## src/rtl/cpu_pkg.sv

```systemverilog
// Shared CPU definitions: decoder request codes, write-data sources, sequencer states, datapath widths.
package cpu_pkg;

  localparam int unsigned DATA_W  = 8;
  localparam int unsigned PHASE_W = 3;
  localparam int unsigned RAM_AW  = 8;

  typedef logic [DATA_W-1:0]  data_t;
  typedef logic [PHASE_W-1:0] phase_t;

  typedef enum logic [2:0] {
    NS_NOP        = 3'b000,
    NS_RAM_READ   = 3'b001,
    NS_ROM_READ   = 3'b010,
    NS_PROCESS    = 3'b011,
    NS_RAM_WRITE  = 3'b100,
    NS_INS_DECODE = 3'b101,
    NS_NOT_DONE   = 3'b111
  } next_status_e;

  typedef enum logic [2:0] {
    SRC_A            = 3'b000,
    SRC_RAM_DATA_REG = 3'b001,
    SRC_ROM_DATA_REG = 3'b010
  } data_src_e;

  typedef enum logic [2:0] {
    ST_FETCH,
    ST_LOAD,
    ST_DISPATCH,
    ST_ROM_RD,
    ST_RAM_RD,
    ST_PROC,
    ST_RAM_WR
  } seq_state_e;

  // Codes the decoder cannot turn into an operation (3'b110 is unassigned).
  function automatic logic is_illegal_status(input logic [2:0] ns);
    return (ns == NS_INS_DECODE) || (ns == NS_NOT_DONE) || (ns == 3'b110);
  endfunction

endpackage

```

## src/rtl/seq_wdata_mux.sv

```systemverilog
// RAM write-data source select driven by the decoder's a_data_from code.
module seq_wdata_mux
  import cpu_pkg::*;
(
  input  logic [2:0] sel_i,
  input  data_t      acc_i,
  input  data_t      ram_data_i,
  input  data_t      rom_data_i,
  output data_t      wdata_o_c
);

  always_comb begin
    wdata_o_c = '0;
    case (sel_i)
      SRC_A:            wdata_o_c = acc_i;
      SRC_RAM_DATA_REG: wdata_o_c = ram_data_i;
      SRC_ROM_DATA_REG: wdata_o_c = rom_data_i;
      default:          wdata_o_c = '0;
    endcase
  end

endmodule

```

## src/rtl/ins_sequencer.sv

```systemverilog
// Main CPU control FSM: fetches opcodes/operands, runs decoder-requested phases.
// Optional macro SEQ_ACK_WATCHDOG_EN adds an ack timeout that aborts to fetch.
module ins_sequencer
  import cpu_pkg::*;
#(
  parameter int unsigned     PC_W        = 16,
  parameter logic [PC_W-1:0] RESET_PC    = '0,
  parameter int unsigned     ACK_TIMEOUT = 15
) (
  input  logic               clk,
  input  logic               rst_n,
  input  logic [2:0]         next_status,
  input  logic [PHASE_W-1:0] run_phase_init,
  input  logic [RAM_AW-1:0]  addr_register_in,
  input  logic [2:0]         a_data_from,
  input  logic [DATA_W-1:0]  acc,
  input  logic [DATA_W-1:0]  alu_result,
  output logic [DATA_W-1:0]  instruction,
  output logic [PHASE_W-1:0] run_phase,
  output logic [DATA_W-1:0]  rom_data_register,
  output logic [DATA_W-1:0]  ram_data_register,
  output logic               rom_req,
  output logic [PC_W-1:0]    rom_addr,
  input  logic               rom_ack,
  input  logic [DATA_W-1:0]  rom_rdata,
  output logic               ram_req,
  output logic               ram_we,
  output logic [RAM_AW-1:0]  ram_addr,
  output logic [DATA_W-1:0]  ram_wdata,
  input  logic               ram_ack,
  input  logic [DATA_W-1:0]  ram_rdata,
  output logic               illegal_ins
);

  if (ACK_TIMEOUT == 0) begin : g_bad_ack_timeout
    $error("ACK_TIMEOUT must be at least 1");
  end

  seq_state_e        state_q, state_d;
  logic [PC_W-1:0]   pc_q, pc_d;
  data_t             instr_q, instr_d;
  phase_t            phase_q, phase_d;
  data_t             rom_dreg_q, rom_dreg_d;
  data_t             ram_dreg_q, ram_dreg_d;
  logic              rom_req_q, rom_req_d;
  logic [PC_W-1:0]   rom_addr_q, rom_addr_d;
  logic              ram_req_q, ram_req_d;
  logic              ram_we_q, ram_we_d;
  logic [RAM_AW-1:0] ram_addr_q, ram_addr_d;
  data_t             ram_wdata_q, ram_wdata_d;
  logic              illegal_q, illegal_d;

  logic              rom_done_c;
  logic              ram_done_c;
  logic              drop_req_c;
  data_t             wdata_c;

  // An ack only counts while our own request is on the bus.
  assign rom_done_c = rom_req_q & rom_ack;
  assign ram_done_c = ram_req_q & ram_ack;

  seq_wdata_mux u_wdata_mux (
    .sel_i      (a_data_from),
    .acc_i      (acc),
    .ram_data_i (ram_dreg_q),
    .rom_data_i (rom_dreg_q),
    .wdata_o_c  (wdata_c)
  );

`ifdef SEQ_ACK_WATCHDOG_EN
  localparam int unsigned WD_W = $clog2(ACK_TIMEOUT + 1);

  logic [WD_W-1:0] wd_q, wd_d;
  logic            wait_state_c;

  assign wait_state_c = (state_q == ST_FETCH)  || (state_q == ST_ROM_RD) ||
                        (state_q == ST_RAM_RD) || (state_q == ST_RAM_WR);

  always_ff @(posedge clk or negedge rst_n) begin
    if (!rst_n) begin
      wd_q <= '0;
    end else begin
      wd_q <= wd_d;
    end
  end
`endif

  always_comb begin
    state_d     = state_q;
    pc_d        = pc_q;
    instr_d     = instr_q;
    phase_d     = phase_q;
    rom_dreg_d  = rom_dreg_q;
    ram_dreg_d  = ram_dreg_q;
    ram_addr_d  = ram_addr_q;
    ram_wdata_d = ram_wdata_q;
    illegal_d   = 1'b0;
    drop_req_c  = 1'b0;

    case (state_q)
      ST_FETCH: begin
        if (rom_done_c) begin
          instr_d = rom_rdata;
          pc_d    = pc_q + PC_W'(1);
          state_d = ST_LOAD;
        end
      end
      ST_LOAD: begin
        phase_d = run_phase_init;
        state_d = ST_DISPATCH;
      end
      ST_DISPATCH: begin
        if (is_illegal_status(next_status)) begin
          illegal_d = 1'b1;
          state_d   = ST_FETCH;
        end else if (next_status == NS_NOP) begin
          state_d = ST_FETCH;
        end else if (phase_q == '0) begin
          state_d = ST_FETCH;
        end else begin
          case (next_status)
            NS_RAM_READ: begin
              state_d    = ST_RAM_RD;
              ram_addr_d = addr_register_in;
            end
            NS_ROM_READ: state_d = ST_ROM_RD;
            NS_PROCESS:  state_d = ST_PROC;
            NS_RAM_WRITE: begin
              state_d     = ST_RAM_WR;
              ram_addr_d  = addr_register_in;
              ram_wdata_d = wdata_c;
            end
            default: state_d = ST_FETCH;
          endcase
        end
      end
      ST_ROM_RD: begin
        if (rom_done_c) begin
          rom_dreg_d = rom_rdata;
          pc_d       = pc_q + PC_W'(1);
          phase_d    = phase_q - PHASE_W'(1);
          state_d    = ST_DISPATCH;
        end
      end
      ST_RAM_RD: begin
        if (ram_done_c) begin
          ram_dreg_d = ram_rdata;
          phase_d    = phase_q - PHASE_W'(1);
          state_d    = ST_DISPATCH;
        end
      end
      ST_PROC: begin
        ram_dreg_d = alu_result;
        phase_d    = phase_q - PHASE_W'(1);
        state_d    = ST_DISPATCH;
      end
      ST_RAM_WR: begin
        if (ram_done_c) begin
          phase_d = phase_q - PHASE_W'(1);
          state_d = ST_DISPATCH;
        end
      end
      default: state_d = ST_FETCH;
    endcase

`ifdef SEQ_ACK_WATCHDOG_EN
    // Abort a stalled access; pc is untouched so the fetch retries the same byte.
    wd_d = '0;
    if (wait_state_c && (rom_req_q || ram_req_q) && !(rom_done_c || ram_done_c)) begin
      if (wd_q == WD_W'(ACK_TIMEOUT - 1)) begin
        state_d    = ST_FETCH;
        phase_d    = '0;
        illegal_d  = 1'b1;
        drop_req_c = 1'b1;
      end else begin
        wd_d = wd_q + WD_W'(1);
      end
    end
`endif

    // Requests are registered from the next state so they hold steady until ack.
    rom_req_d  = ~drop_req_c & ((state_d == ST_FETCH) || (state_d == ST_ROM_RD));
    rom_addr_d = pc_d;
    ram_req_d  = ~drop_req_c & ((state_d == ST_RAM_RD) || (state_d == ST_RAM_WR));
    ram_we_d   = ~drop_req_c & (state_d == ST_RAM_WR);
  end

  always_ff @(posedge clk or negedge rst_n) begin
    if (!rst_n) begin
      state_q     <= ST_FETCH;
      pc_q        <= RESET_PC;
      instr_q     <= '0;
      phase_q     <= '0;
      rom_dreg_q  <= '0;
      ram_dreg_q  <= '0;
      rom_req_q   <= 1'b0;
      rom_addr_q  <= RESET_PC;
      ram_req_q   <= 1'b0;
      ram_we_q    <= 1'b0;
      ram_addr_q  <= '0;
      ram_wdata_q <= '0;
      illegal_q   <= 1'b0;
    end else begin
      state_q     <= state_d;
      pc_q        <= pc_d;
      instr_q     <= instr_d;
      phase_q     <= phase_d;
      rom_dreg_q  <= rom_dreg_d;
      ram_dreg_q  <= ram_dreg_d;
      rom_req_q   <= rom_req_d;
      rom_addr_q  <= rom_addr_d;
      ram_req_q   <= ram_req_d;
      ram_we_q    <= ram_we_d;
      ram_addr_q  <= ram_addr_d;
      ram_wdata_q <= ram_wdata_d;
      illegal_q   <= illegal_d;
    end
  end

  assign instruction       = instr_q;
  assign run_phase         = phase_q;
  assign rom_data_register = rom_dreg_q;
  assign ram_data_register = ram_dreg_q;
  assign rom_req           = rom_req_q;
  assign rom_addr          = rom_addr_q;
  assign ram_req           = ram_req_q;
  assign ram_we            = ram_we_q;
  assign ram_addr          = ram_addr_q;
  assign ram_wdata         = ram_wdata_q;
  assign illegal_ins       = illegal_q;

endmodule
```

## config.mk

```make
export PLATFORM = sky130hd
export DESIGN_NAME = ins_sequencer
export DESIGN_NICKNAME = d
export VERILOG_FILES = /design/src/rtl/cpu_pkg.sv /design/src/rtl/seq_wdata_mux.sv /design/src/rtl/ins_sequencer.sv
export SDC_FILE = /design/constraint.sdc
export NUM_CORES = 1
export LEC_CHECK = 0
export ABC_AREA = 1
export CORE_MARGIN = 5
export CORE_UTILIZATION = 45
export CTS_CLUSTER_SIZE = 20
export DETAILED_ROUTE_END_ITERATION = 12
export PLACE_DENSITY = 0.78
export SLEW_MARGIN = 20
export SYNTH_ARGS = -nofsm -noshare
export SYNTH_HDL_FRONTEND = slang
export SYNTH_SLANG_ARGS = --single-unit
```

## constraint.sdc

```tcl
create_clock -name clk -period 1.9 [get_ports clk]
set_input_delay 0.285 -clock clk [delete_from_list [all_inputs] [get_ports clk]]
set_output_delay 0.285 -clock clk [all_outputs]
set_load 0.01 [all_outputs]
```

==> impl_metrics.csv <==
group,metric,value,unit
setup_path,max_stage_delay,0.59,ns
clock_tree,clock_latency,0.34,ns
sta,finalSetupViolCount,0,
final_layout,drive_gt1_frac,0.0824,
logic_synthesis,synth_cell_type_count,31,
clock_tree,cts_tree,"yes",
floorplanning,die_y,95.9,µm
floorplanning,dieArea,0.00920,mm²
placement,placed_area,0.00462,mm²
sta,min_period,1.67,ns
sta,slew_violations,0,
sta,rsz0062_at_grt,"no",
grt,grt_max_degree,67,
placement,gp_congestion,0.903,
sta,worst_slack,0.235,ns
setup_path,cp.depth,1,
setup_path,crit_path_max_fanout,6,
setup_path,crit_end,"rom_addr[11]",
detailed_routing,ant_nets,0,
logic_synthesis,ys_seq_elements,66,
floorplanning,dieWidth,95.9,µm
clock_tree,cts.htree.levels,3,
logic_synthesis,synth_warnings,0,
logic_synthesis,synth_compound_area_frac,0.104,
clock_tree,numClockSinks,66,
placement,portBuffers,115,
clock_tree,cts_root_buf,"clkbuf_8",
hold_path,hp-class,"in2async",
final_layout,fill_cells,613,
logic_synthesis,synthArstFlopShare,1.00,
final_layout,syn2layout_area_growth,45.3,%
clock_tree,postCtsSetupBuffers,0,
setup_path,cp.arrival,1.38,ns
setup_path,critPathBufInv,1,
power_and_ir_drop,vdd_ir_drop_max,701,µV
logic_synthesis,syn_area,0.00332,mm²
floorplanning,ioPinCount,116,
setup_path,r2r_slack,0.23,ns
final_layout,fin_nets,597,
floorplanning,core_area,0.00721,mm²
placement,dp_slack,0.158,ns
placement,dp_hpwl,6810,µm
sta,clock_skew,0.00806,ns
detailed_routing,finalWirelength,8710,µm
grt,grt_pass1_wl,14400,µm
logic_synthesis,synth_top_family_by_area,"simple AND/OR/NAND/NOR gates",
detailed_routing,first_pass_iters,4,
setup_path,startpoint_type,"flop",
floorplanning,start_util,0.461,
sta,fin_tns_setup,0,ns
setup_path,r2r-end,"ram_wdata[1]$_DFFE_PN0P_",
logic_synthesis,synth_nets,468,
clock_tree,clk_path_buf_depth,2,
logic_synthesis,synth_fa_ha_area_frac,0.0113,
power_and_ir_drop,power_density,1250,mW/mm²
setup_path,path_class,"reg2out",
final_layout,layout.area.seq,0.00165,mm²
sta,clock.fmax,601,MHz
grt,antenna_found_initial,0,
final_layout,n_antenna_cell,0,
final_layout,most-common-layout-cells,"nand2_1, clkdlybuf4s50_1, dfrtp_1",
setup_path,slowest_stage,"clkdlybuf4s50_1",
power_and_ir_drop,power,6.05,mW
logic_synthesis,synthMuxAreaShare,0,
logic_synthesis,synth_xor_area_frac,0.0264,
logic_synthesis,synthSimpleGateAreaFrac,0.289,
sta,fin_crit_sh,0.876,
grt,gr-total-overflow,0,
setup_path,rr_worst_depth,8,
floorplanning,fp-row-count,31,
logic_synthesis,synth_edf_count,0,
final_layout,stdcell_area,0.00483,mm²
grt,grt_usage,0.202,
sta,worstMarginPinSlew,0.407,ns
logic_synthesis,yosysSeqAreaShare,0.497,
logic_synthesis,avgSynthCellArea,8.07,µm²
clock_tree,clk_pin_slew_worst_paths,0.08,ns
run_status,status,"completed",
detailed_routing,post_drt_wl_per_cell,13.5,µm
detailed_routing,drtIter0Drc,147,
setup_path,cp_top_family,"buffers and inverters",
final_layout,final_common_cell,"nand2_1",
logic_synthesis,synth_ff_type,"dfrtp_1",
detailed_routing,num_vias,3158,
run,maxCapViolCount,0,
detailed_routing,vias_per_cell,4.90,
sta,relSlewSlack,0.727,
final_layout,fin_cells,645,
detailed_routing,drc,0,
grt,grt_pass1_vias,3037,
power_and_ir_drop,leakage,2.31,nW
final_layout,fin_util,0.669,
setup_path,worst_setup_path_end_kind,"primary output",
setup_path,crit_path_start,"rom_addr[11]$_DFFE_PN0P_",
sta,hold_viol_final,0,
sta,timing.hold.ws,0.481,ns
setup_path,path_cells,"clkdlybuf4s50_1",
logic_synthesis,synthCells,412,
final_layout,multi_input_area,0.00143,mm²
clock_tree,cts_inserted_buffers,9,
setup_path,worstPathRequired,1.62,ns
placement,place_inst,628,
setup_path,r2r-start,"run_phase[0]$_DFFE_PN0P_",
## cells in the mapped netlist, types with 2 or more instances
cell type / number / area (µm²)
xnor2_1: 7 / 61.3
inv_1: 50 / 188
nand4_1: 3 / 18.8
o21ai_0: 34 / 170
nor2_2: 4 / 25.0
nor3_1: 3 / 15.0
o21ai_1: 4 / 20.0
o211ai_1: 15 / 113
buf_6: 3 / 33.8
nor2_1: 27 / 101
ha_1: 3 / 37.5
nand3_2: 2 / 20.0
nand2_2: 3 / 18.8
dfrtp_1: 66 / 1650
nand2_4: 4 / 45.0
inv_2: 3 / 11.3
nand2_1: 146 / 548
xor2_1: 3 / 26.3
nand3_1: 20 / 100
## layer usage
metal	part of all wire	global-route usage	vias up	wire length, µm
met5	0	0	-	0
met4	0.018	0.0592	0	157
met3	0.070	0.0508	16	607
met2	0.47	0.336	110	4130
met1	0.44	0.261	1463	3810
li1	-	-	1569	-
## cells by family (layout without fill, tap and decap cells)
group | count (synthesis) | after routing
DFF | 66 | 66
xor gates and xnor gates | 10 | 10
buffers and inverters | 58 | 192
adders and majority gates | 3 | 3
AOI/OAI and AO/OA | 57 | 57
and+or+nand+nor | 218 | 218
## flip-flops by register name, indices dropped and copies added (netlist names)
register and count:
rom_addr 16, instruction 8, ram_addr 8, ram_data_register 8
ram_wdata 8, rom_data_register 8, run_phase 3, state_q 3
illegal_ins 1, ram_req 1, ram_we 1, rom_req 1
## where the power goes
part	internal, mW	total [mW]	switching, mW	leakage [nW]
sequential	1.92	2.31	0.390	0.861
combinational	1.32	2.56	1.24	1.35
clock	0.614	1.18	0.570	0.0921
## worst min-delay path by stage
stage                                      end  slack [ns]  cells after the start
finish              instruction[0]$_DFFE_PN0P_        0.48                      3
global route           ram_addr[1]$_DFFE_PN0P_        0.50                      3
CTS                    ram_addr[5]$_DFFE_PN0P_        0.48                      2
global placement    instruction[0]$_DFFE_PN0P_        0.33                      2
detailed placement  instruction[6]$_DFFE_PN0P_        0.33                      2
floorplan                illegal_ins$_DFF_PN0_       -0.01                      0
## worst register-to-register path, stage by stage, from the launching register on
cell and delay (ns):
dfrtp_1 0.40, inv_1 0.06, ha_1 0.19, ha_1 0.20, nor3_1 0.24, nand2_2 0.11
inv_1 0.20, o21ai_0 0.12, nand2_1 0.07
## area by class of cell
| cell class | instances | area share |
|---|---|---|
| Sequential cell | 66 | 0.342 |
| Multi-Input combinational cell | 288 | 0.296 |
| Timing Repair Buffer | 123 | 0.253 |
| Inverter | 53 | 0.0412 |
| Clock buffer | 9 | 0.0257 |
| Tap cell | 99 | 0.0257 |
| Clock inverter | 7 | 0.0163 |
## what timing repair did
| action | CTS | global route |
|---|---|---|
| hold endpoints to repair | 66 | 0 |
| resized for setup | 0 | 0 |
| hold buffers | 1 | 0 |
Note: power is estimated with default switching activity, not from simulation.
